### src/rtl/immediate_genie.sv
// ============================================================================
// Module   : immediate_genie
// Purpose  : Decode-stage immediate generator with combinational and
//            one-cycle registered immediate / si shift-selector outputs.
// Revision : 1.0
// ============================================================================
`default_nettype none

module immediate_genie (
   input  logic        In_Clk,
   input  logic        In_Reset_n,
   input  logic [15:0] In_Inst,
   output logic [15:0] Out_Imm,
   output logic [1:0]  Out_Si,
   output logic [15:0] Out_Imm_R,
   output logic [1:0]  Out_Si_R,
   output logic        Out_Illegal
);

   localparam logic [3:0] c_op_add  = 4'b0000;
   localparam logic [3:0] c_op_addi = 4'b0100;
   localparam logic [3:0] c_op_si   = 4'b0101;
   localparam logic [3:0] c_op_lw   = 4'b0111;
   localparam logic [3:0] c_op_sw   = 4'b1000;
   localparam logic [3:0] c_op_beq  = 4'b1001;
   localparam logic [3:0] c_op_jal  = 4'b1100;
   localparam logic [3:0] c_op_lui  = 4'b1110;
   localparam logic [3:0] c_op_lbi  = 4'b1111;

   logic [3:0]  w_opcode;
   logic [3:0]  w_a4;
   logic [7:0]  w_a8;
   logic [15:0] w_imm;
   logic [1:0]  w_si;
   logic        w_illegal;
   logic [15:0] r_imm;
   logic [1:0]  r_si;
   logic        w_unused;

   assign w_opcode = In_Inst[3:0];
   assign w_a4     = In_Inst[7:4];
   assign w_a8     = In_Inst[11:4];
   // Upper nibble is never part of any immediate field.
   assign w_unused = &{1'b0, In_Inst[15:12]};

   always_comb begin
      w_imm     = 16'h0000;
      w_illegal = 1'b0;
      case (w_opcode)
         c_op_add:                     w_imm = 16'h0000;
         c_op_addi, c_op_lw, c_op_sw:  w_imm = {{12{w_a4[3]}}, w_a4};
         c_op_si:                      w_imm = {12'h000, w_a4};
         c_op_beq, c_op_jal:           w_imm = {{8{w_a8[7]}}, w_a8};
         c_op_lui:                     w_imm = {w_a8, 8'h00};
         c_op_lbi:                     w_imm = {8'h00, w_a8};
         default:                      w_illegal = 1'b1;
      endcase
   end

   assign w_si = (w_opcode == c_op_si) ? In_Inst[9:8] : 2'b00;

   always_ff @(posedge In_Clk or negedge In_Reset_n) begin
      if (!In_Reset_n) begin
         r_imm <= 16'h0000;
         r_si  <= 2'b00;
      end else begin
         r_imm <= w_imm;
         r_si  <= w_si;
      end
   end

   assign Out_Imm     = w_imm;
   assign Out_Si      = w_si;
   assign Out_Illegal = w_illegal;
   assign Out_Imm_R   = r_imm;
   assign Out_Si_R    = r_si;

endmodule

`default_nettype wire

### config.mk
export PLATFORM = sky130hd
export DESIGN_NAME = immediate_genie
export DESIGN_NICKNAME = d
export VERILOG_FILES = /design/src/rtl/immediate_genie.sv
export SDC_FILE = /design/constraint.sdc
export NUM_CORES = 1
export LEC_CHECK = 0
export ABC_AREA = 1
export CORE_ASPECT_RATIO = 1.5
export CORE_MARGIN = 10
export CORE_UTILIZATION = 37
export DETAILED_ROUTE_END_ITERATION = 7
export MAX_ROUTING_LAYER = met4
export PLACE_DENSITY = 0.82
export SLEW_MARGIN = 20
export SYNTH_ARGS = -nofsm -noshare
export SYNTH_HDL_FRONTEND = slang
export SYNTH_SLANG_ARGS = --single-unit
### constraint.sdc
create_clock -name In_Clk -period 2.45 [get_ports In_Clk]
set_input_delay 0.735 -clock In_Clk [delete_from_list [all_inputs] [get_ports In_Clk]]
set_output_delay 0.735 -clock In_Clk [all_outputs]
set_load 0.02 [all_outputs]
# Yosys cells after proc, flatten, opt, wreduce, memory -nomap -nowiden
# Index checks and enable logic that the tools add are counted.
dict set report totals {
  ff_bits 18
  input_bits 18
  output_inout_bits 37
  word_cells 17
}
dict set report classes {
  n_eq_ne 8
  mux 3
  n_reduce_logical 4
}
# op n
set ops {}
lappend ops {{$pmux 16 s5} 1}
lappend ops {{$eq 4x4->1 const B} 5}
lappend ops {{$eq 4x3->1 const B} 3}
lappend ops {{$reduce_or 9->1} 1}
lappend ops {{$logic_not 4->1} 1}
lappend ops {{$reduce_or 3->1} 1}
lappend ops {{$mux 2} 1}
lappend ops {{$reduce_or 2->1} 1}
lappend ops {{$mux 1} 1}

# Longest topological paths before layout
# Gate-level depths: netlist (run 1).
dict set report depth {
  depth_word 3
  depth_mapped 7
  ltp_nobuf 7
}

# Least setup slack after synthesis (run 1)
# OpenSTA, ideal clock, no wires.
dict set report synth_path {
  path_type {in2out}
  start {input In_Inst[2]}
  end {output Out_Illegal}
  t_arrival_ns 1.417
  required_time_ns 1.715
  slack_ns 0.298
  path_stages 5
  path_buffers 0
  cell_sequence {nand2_2 -> inv_1 -> nand2_2 -> nand3_1 -> a21oi_1}
}
dict set report synth_between {
  elab_chain_cells 3
  elab_cells_between_ends 11
  classes_between {eq/ne (8); mux (1); reduce/logical (2)}
}
# item line_no
set synth_lines {}
lappend synth_lines {{from (decl)} 12} ;# input logic [15:0] In_Inst,
lappend synth_lines {{$eq 4x3->1, or another cell as far along} 49} ;# case (w_opcode)
lappend synth_lines {{$reduce_or 9->1 (no line) (*)} --}
lappend synth_lines {{$mux 1 (*)} 49}
lappend synth_lines {{to (decl)} 17} ;# output logic Out_Illegal
# Every way passes the cells marked *; elsewhere a longest branch is shown, timed or not.

# Worst setup path after layout (run 1)
dict set report layout_path {
  start {input In_Inst[2]}
  end {output Out_Imm[3]}
}
dict set report layout_between {
  elab_chain_cells 3
  elab_cells_between_ends 11
  classes_between {eq/ne (8); mux (1); reduce/logical (2)}
}
# item line_no
set layout_lines {}
lappend layout_lines {{$eq 4x3->1 or $eq 4x4->1 (tied branches)} 49}
lappend layout_lines {{$reduce_or 3->1 or $reduce_or 2->1 (tied branches)} --}
lappend layout_lines {{$pmux 16 s5 (*)} 49}
lappend layout_lines {{to (decl)} 13} ;# output logic [15:0] Out_Imm,
# Marked as above.

==> results.json, run 1 <==
{
  "worst_ep_arrival_time_ps": 1690,
  "areaGrowthSynthToFinish_pct": 95.4,
  "grt_pass1_wl_mm": 4.96,
  "synth.ff_latch_count": 18,
  "p_clk_share_pct": 19.5,
  "synth_area_um2": 811,
  "worst-path-buf-inv": 3,
  "synth_edf_count": 0,
  "drt_pass1_iterations": 4,
  "drc": 0,
  "grt_max_degree": 19,
  "final_layout_size_suffix_gt1_share_pct": 49.3,
  "synthesis.area_per_instance_um2": 9.43,
  "crit_path_top_delay_cell": "nor2_4",
  "cell_chain_critical_path": "buf_6 > nand2_4 > inv_4 > nand2_4 > nand3_4 > nor2_4 > nor2_4 > buf_6",
  "worst-slew-pin-transition_ps": 383,
  "cts_max_level": 1,
  "seqCellArea_um2": 450,
  "post_drt_wl_per_cell_um": 19.2,
  "fin_util_pct": 77.2,
  "tritoncts": "done",
  "period_needed_ps": 2430,
  "height_of_the_die_um": 77.3,
  "fill_cell_total_of_the_finished_layout": 134,
  "fin_nets": 172,
  "cts_made_buffers": 3,
  "worstSetupPathType": "in2out",
  "drv_slew": 0,
  "std_cell_rows": 20,
  "synth_top_flop_cell": "dfrtp_1",
  "endpoint_kind": "output pin",
  "warnings_from_yosys": 0,
  "power.share.combinational_pct": 38.0,
  "drt-initial-drc-count": 29,
  "multi_input_area_um2": 424,
  "synth.net_count": 104,
  "setup_repair_after_global_routing_missed_its_margin": "true",
  "p_int_uw": 503,
  "route.antenna.remaining_nets": 0,
  "number_of_hold_buffers_added_after_cts": 0,
  "timing.slew.headroom_pct": 74.4,
  "grt_pass1_vias": 998,
  "route.detailed.vias_per_inst": 5.29,
  "syn-instance-count": 86,
  "wl_mm": 3.35,
  "clk_pin_slew_ps": 100,
  "grt_remaining_overflow": 0,
  "worst_case_vdd_ir_drop_uv": 255,
  "switching_power_uw": 255,
  "setup.worst_path.start_class": "input pin",
  "hpwl_mm": 2.27,
  "cp_num_cells": 8,
  "crit_family": "simple AND/OR/NAND/NOR gates",
  "maxCapViolCount": 0,
  "finalHoldViolations": 0,
  "via_count": 920,
  "floorplan.die.width_um": 58.2,
  "grt.total_usage_pct": 14.2,
  "worstHoldPathType": "in2async",
  "sw_frac_of_total_pct": 33.6,
  "sequential_cell_area_fraction_in_the_yosys_report_pct": 55.6,
  "ffs_w_async_s_r_synth_pct": 100,
  "clock_tree.root_cell": "clkbuf_4",
  "fin_crit_sh_pct": 99.1,
  "critical_path_fanouts_max": 5,
  "boundaryPins": 55,
  "synth_cell_type_count": 15,
  "outcome": "complete, no violations",
  "effective_utilization_at_floorplan_pct": 39.5,
  "floorplan.die_area_um2": 4500,
  "grt_antenna_before_repair": 0,
  "leakage_uw": 0.000872,
  "core_area_um2": 2050,
  "worstPathRequired_ps": 1710,
  "power.share.sequential_pct": 42.5,
  "slowest_cell_delay_on_critical_path_ps": 280,
  "fmax_ghz": 0.412,
  "instances_no_fill": 174,
  "report.final.setup_viol": 0,
  "io_buffer_count": 50,
  "clock-sinks": 18,
  "gp_routability_congestion": 0.750,
  "max-clock-path-buffers": 2,
  "power_density_nw_per_um2": 479,
  "diodes": 0,
  "place.detailed.instances": 166
}
-- registers in the layout (all words and copies together) (netlist names) --
| signal | cells |
|---|---|
| Out_Imm_R | 16 |
| Out_Si_R | 2 |
-- cells in the mapped netlist, types with 2 or more instances --
| cell type | count | area [µm²] |
|---|---|---|
| inv_2 | 2 | 7.51 |
| nand3_2 | 2 | 20.0 |
| nand2_1 | 22 | 82.6 |
| nand3_1 | 12 | 60.1 |
| nor2_2 | 5 | 31.3 |
| nor2_4 | 2 | 22.5 |
| nor2_1 | 3 | 11.3 |
| dfrtp_1 | 18 | 450 |
| nand2_2 | 5 | 31.3 |
| inv_1 | 10 | 37.5 |
-- routing by layer --
layer,vias to the layer above,global-route usage (%),part of all wire (%)
li1,405,-,-
met1,441,14.7,36
met2,63,23.6,53
met3,11,3.58,8.9
met4,0,7.78,2.0
met5,-,-,0
-- what timing repair did --
action / 4_1_cts / 5_1_grt
pin swaps: 17 / 8
setup buffers: 3 / 1
endpoints found under the setup margin: 19 / 18
cloned: 1 / 0
resized for setup: 139 / 21
-- cell type report --
cell class | instances | area share (%)
Inverter | 12 | 3.16
Clock buffer | 3 | 1.42
Timing Repair Buffer | 63 | 38.5
Sequential cell | 18 | 28.4
Multi-Input combinational cell | 56 | 26.8
Tap cell | 22 | 1.74
-- cells by family after synthesis --
family,Yosys count,synth area share [%]
buffers and inverters,13,6.95
DFF,18,55.6
and+or+nand+nor,53,36.1
AOI/OAI and AO/OA,2,1.39
-- cell usage in the layout, fill, tap and decap left out --
cell type,count
dfrtp_1,18
nand2_4,3
nor3_4,1
nand3_1,3
dlymetal6s2s_1,1
nand2_2,7
a21oi_1,1
nand2_1,17
inv_4,2
dlygate4sd2_1,1
clkbuf_4,3
inv_2,2
nand3_4,3
buf_4,13
buf_12,1
clkdlybuf4s50_1,25
nand3_2,10
nor2_4,6
buf_2,5
nor2_1,2
o22ai_1,1
buf_8,1
buf_6,16
nor2_2,2
inv_1,8
-- metrics by stage --
| stage | setup TNS, ps | setup WS [ps] | hold slack, ps | area [µm²] | total power [µW] |
|---|---|---|---|---|---|
| global route | -34.5 | -22.9 | 788 | 1580 | 789 |
| detailed placement | -16440 | -912 | 1090 | 1400 | 577 |
| finish | 0 | 20.9 | 754 | 1580 | 758 |
| global placement | -15350 | -845 | 1070 | 1400 | 569 |
| CTS | 0 | 10.1 | 765 | 1520 | 743 |
| floorplan | 0 | 298 | 439 | 811 | 433 |
-- power groups by stage --
stage	sequential [µW]	clock, µW	combinational [µW]
finish	322	148	288
global route	324	161	303
detailed placement	328	0	248
CTS	322	148	273
floorplan	355	0	78.4
global placement	327	0	242
-- worst paths after layout --
| check | end | slack, ps | start |
|---|---|---|---|
| setup / recovery | Out_Imm[3] | 20 | In_Inst[2] |
| hold / removal | Out_Imm_R[13]$_DFF_PN0_ | 750 | In_Reset_n |
| max in group asynchronous | Out_Imm_R[6]$_DFF_PN0_ | 1500 | In_Reset_n |
| min in group In_Clk | Out_Imm_R[7]$_DFF_PN0_ | 830 | In_Inst[11] |
Note: power is estimated with default switching activity, not from simulation.
==> run 2: changes to the inputs <==
Settings changed: ABC_AREA 1 to 0.
==> results.json, run 2 <==
{
  "gp_routability_congestion": 0.881,
  "fin_crit_sh_pct": 109,
  "synth_top_cell_by_area": "dfrtp_1",
  "synth_top_cell_area_share_pct": 55.0,
  "clock_tree.root_cell": "clkbuf_4",
  "synth_top_flop_cell": "dfrtp_1",
  "floorplan.die.width_um": 58.4,
  "routedLengthMet1_mm": 1.84,
  "via_count": 1104,
  "drv_slew": 0,
  "synth.ff_latch_count": 18,
  "final_layout_size_suffix_gt1_share_pct": 58.8,
  "grt_max_degree": 19,
  "synth.net_count": 98,
  "synth_edf_count": 0,
  "wl_met2_mm": 2.71,
  "power.share.combinational_pct": 41.8,
  "failed_checks": "setup timing",
  "route.detailed.vias_per_inst": 5.75,
  "crit_family": "buffers and inverters",
  "cell_chain_critical_path": "buf_8 > buf_4 > buf_6 > and2_4 > a221oi_2 > buf_4 > and2_4 > buf_6",
  "diodes": 0,
  "critical_path_fanouts_max": 4,
  "grt_pass1_vias": 1114,
  "pre_cts_ws_ps": -1160,
  "worst_ep_arrival_time_ps": 1940,
  "switching_power_uw": 301,
  "effective_utilization_at_floorplan_pct": 39.5,
  "boundaryPins": 55,
  "synthesis.area_per_instance_um2": 10.2,
  "final.setup.worst_slack_ps": -227,
  "timing.slew.headroom_pct": 79.4,
  "final_cell_mix": "buf_4 (34), buf_6 (25), clkdlybuf4s50_1 (22)",
  "setup.worst_path.start_class": "input pin",
  "grt.total_usage_pct": 17.7,
  "worstSetupPathType": "in2out",
  "p_clk_share_pct": 21.8,
  "number_of_hold_buffers_added_after_cts": 0,
  "grt_remaining_overflow": 0,
  "crit_path_top_delay_cell": "a221oi_2",
  "clk_pin_slew_ps": 120,
  "leakage_uw": 0.000978,
  "max-clock-path-buffers": 2,
  "synth_most_common_cell": "dfrtp_1",
  "core_area_um2": 2080,
  "cts_made_buffers": 3,
  "setup_repair_after_global_routing_missed_its_margin": "true",
  "slowest_cell_delay_on_critical_path_ps": 240,
  "sw_frac_of_total_pct": 33.7,
  "wl_met3_um": 500,
  "ffs_w_async_s_r_synth_pct": 100,
  "synth_common_cells": "dfrtp_1 (18), nand2_1 (13), a21oi_1 (9), nand3_1 (8), and2_1 (5)",
  "p_int_uw": 593,
  "syn-instance-count": 80,
  "route.antenna.remaining_nets": 0,
  "period_needed_ps": 2680,
  "warnings_from_yosys": 0,
  "largest_reg_flops": 16,
  "maxUsedRoutingLayer": "met4",
  "hpwl_mm": 2.36,
  "clock-sinks": 18,
  "power.share.sequential_pct": 36.4,
  "power_density_nw_per_um2": 471,
  "post_drt_wl_per_cell_um": 27.1,
  "maxCapViolCount": 0,
  "grt_antenna_before_repair": 0,
  "worst_case_vdd_ir_drop_uv": 270,
  "worstPathRequired_ps": 1710,
  "cts_max_level": 1,
  "drt_pass1_iterations": 4,
  "tritoncts": "done",
  "worstHoldPathType": "in2async",
  "report.final.setup_viol": 18,
  "floorplan.die_area_um2": 4540,
  "endpoint_kind": "output pin",
  "sequential_cell_area_fraction_in_the_yosys_report_pct": 55.0,
  "layout.cells.most_common": "buf_4",
  "std_cell_rows": 20,
  "finalHoldViolations": 0,
  "synth_cell_type_count": 21,
  "areaGrowthSynthToFinish_pct": 132,
  "worst-path-buf-inv": 5,
  "fin_nets": 189,
  "drt-initial-drc-count": 58,
  "place.detailed.instances": 163,
  "io_buffer_count": 50,
  "yosys-top-cells-area": "dfrtp_1 (55%), nand2_1 (6.0%), a21oi_1 (5.5%)",
  "height_of_the_die_um": 77.6,
  "fmax_ghz": 0.374,
  "worst-slew-pin-transition_ps": 309,
  "drc": 0,
  "wl_mm": 5.20,
  "fin_util_pct": 91.5,
  "grt_pass1_wl_mm": 6.15,
  "outcome": "complete, but fails checks",
  "instances_no_fill": 192,
  "synth_area_um2": 820
}
run 2: cell count changes after synthesis, moves of 3 or more:
cell and delta:
nand3_1 -4, nor2_2 -5, a21oi_1 +8, nand2_1 -9, inv_1 -10, nand2_2 -5, o22ai_1 +3, nor2b_1 +4
and2_1 +5
run 2: metrics by stage:
step | setup TNS [ps] | hold WS, ps | power [µW] | area, µm²
final | -2830 | 748 | 895 | 1900
after global routing | -2980 | 755 | 923 | 1900
after CTS | -1340 | 754 | 827 | 1740
after detailed placement | -19760 | 1090 | 587 | 1430
after global placement | -18660 | 1070 | 580 | 1430
after floorplan | -90.4 | 439 | 437 | 820
run 2: power groups by stage:
stage	sequential, µW	combinational [µW]	clock (µW)
6_report	325	374	195
4_1_cts	323	315	189
3_3_place_gp	328	252	0
3_5_place_dp	329	258	0
5_1_grt	326	387	210
2_1_floorplan	356	81.9	0
run 2: final cells by class:
class	instances	area (µm²)
clock buffer	4	36.3
fill	74	176
multi-input combinational	57	524
tap	22	27.5
timing repair buffer	91	862
sequential	18	450
run 2: metal layers:
layer / GRT usage (%) / up-vias
met4: 8.02 / 0
li1: - / 463
met3: 5.86 / 14
met1: 16.3 / 543
met2: 31.4 / 84
met5: - / -
run 2: logic make-up after synthesis:
group           synth area share (%)
buf+inv                         4.43
compound gates                  14.0
flops                           55.0
xor+xnor                        1.07
simple gates                    24.3
mux                             1.22
run 2: worst max-delay path by stage:
stage | startpoint | endpoint | slack (ps) | cells after the start
after floorplan | In_Inst[1] | Out_Imm[10] | -8 | 4
after global placement | In_Inst[2] | Out_Imm[14] | -1100 | 5
after detailed placement | In_Inst[2] | Out_Imm[14] | -1160 | 5
after CTS | In_Inst[3] | Out_Imm[13] | -180 | 6
after global routing | In_Inst[3] | Out_Imm[9] | -230 | 6
final | In_Inst[3] | Out_Imm[0] | -230 | 8
run 2: timing repair:
| action | in CTS | in global routing |
|---|---|---|
| hold endpoints to repair | 0 | 0 |
| pin swaps | 9 | 11 |
| endpoints found under the setup margin | 19 | 19 |
| buffers inserted | 15 | 10 |
| gates resized for setup | 162 | 29 |
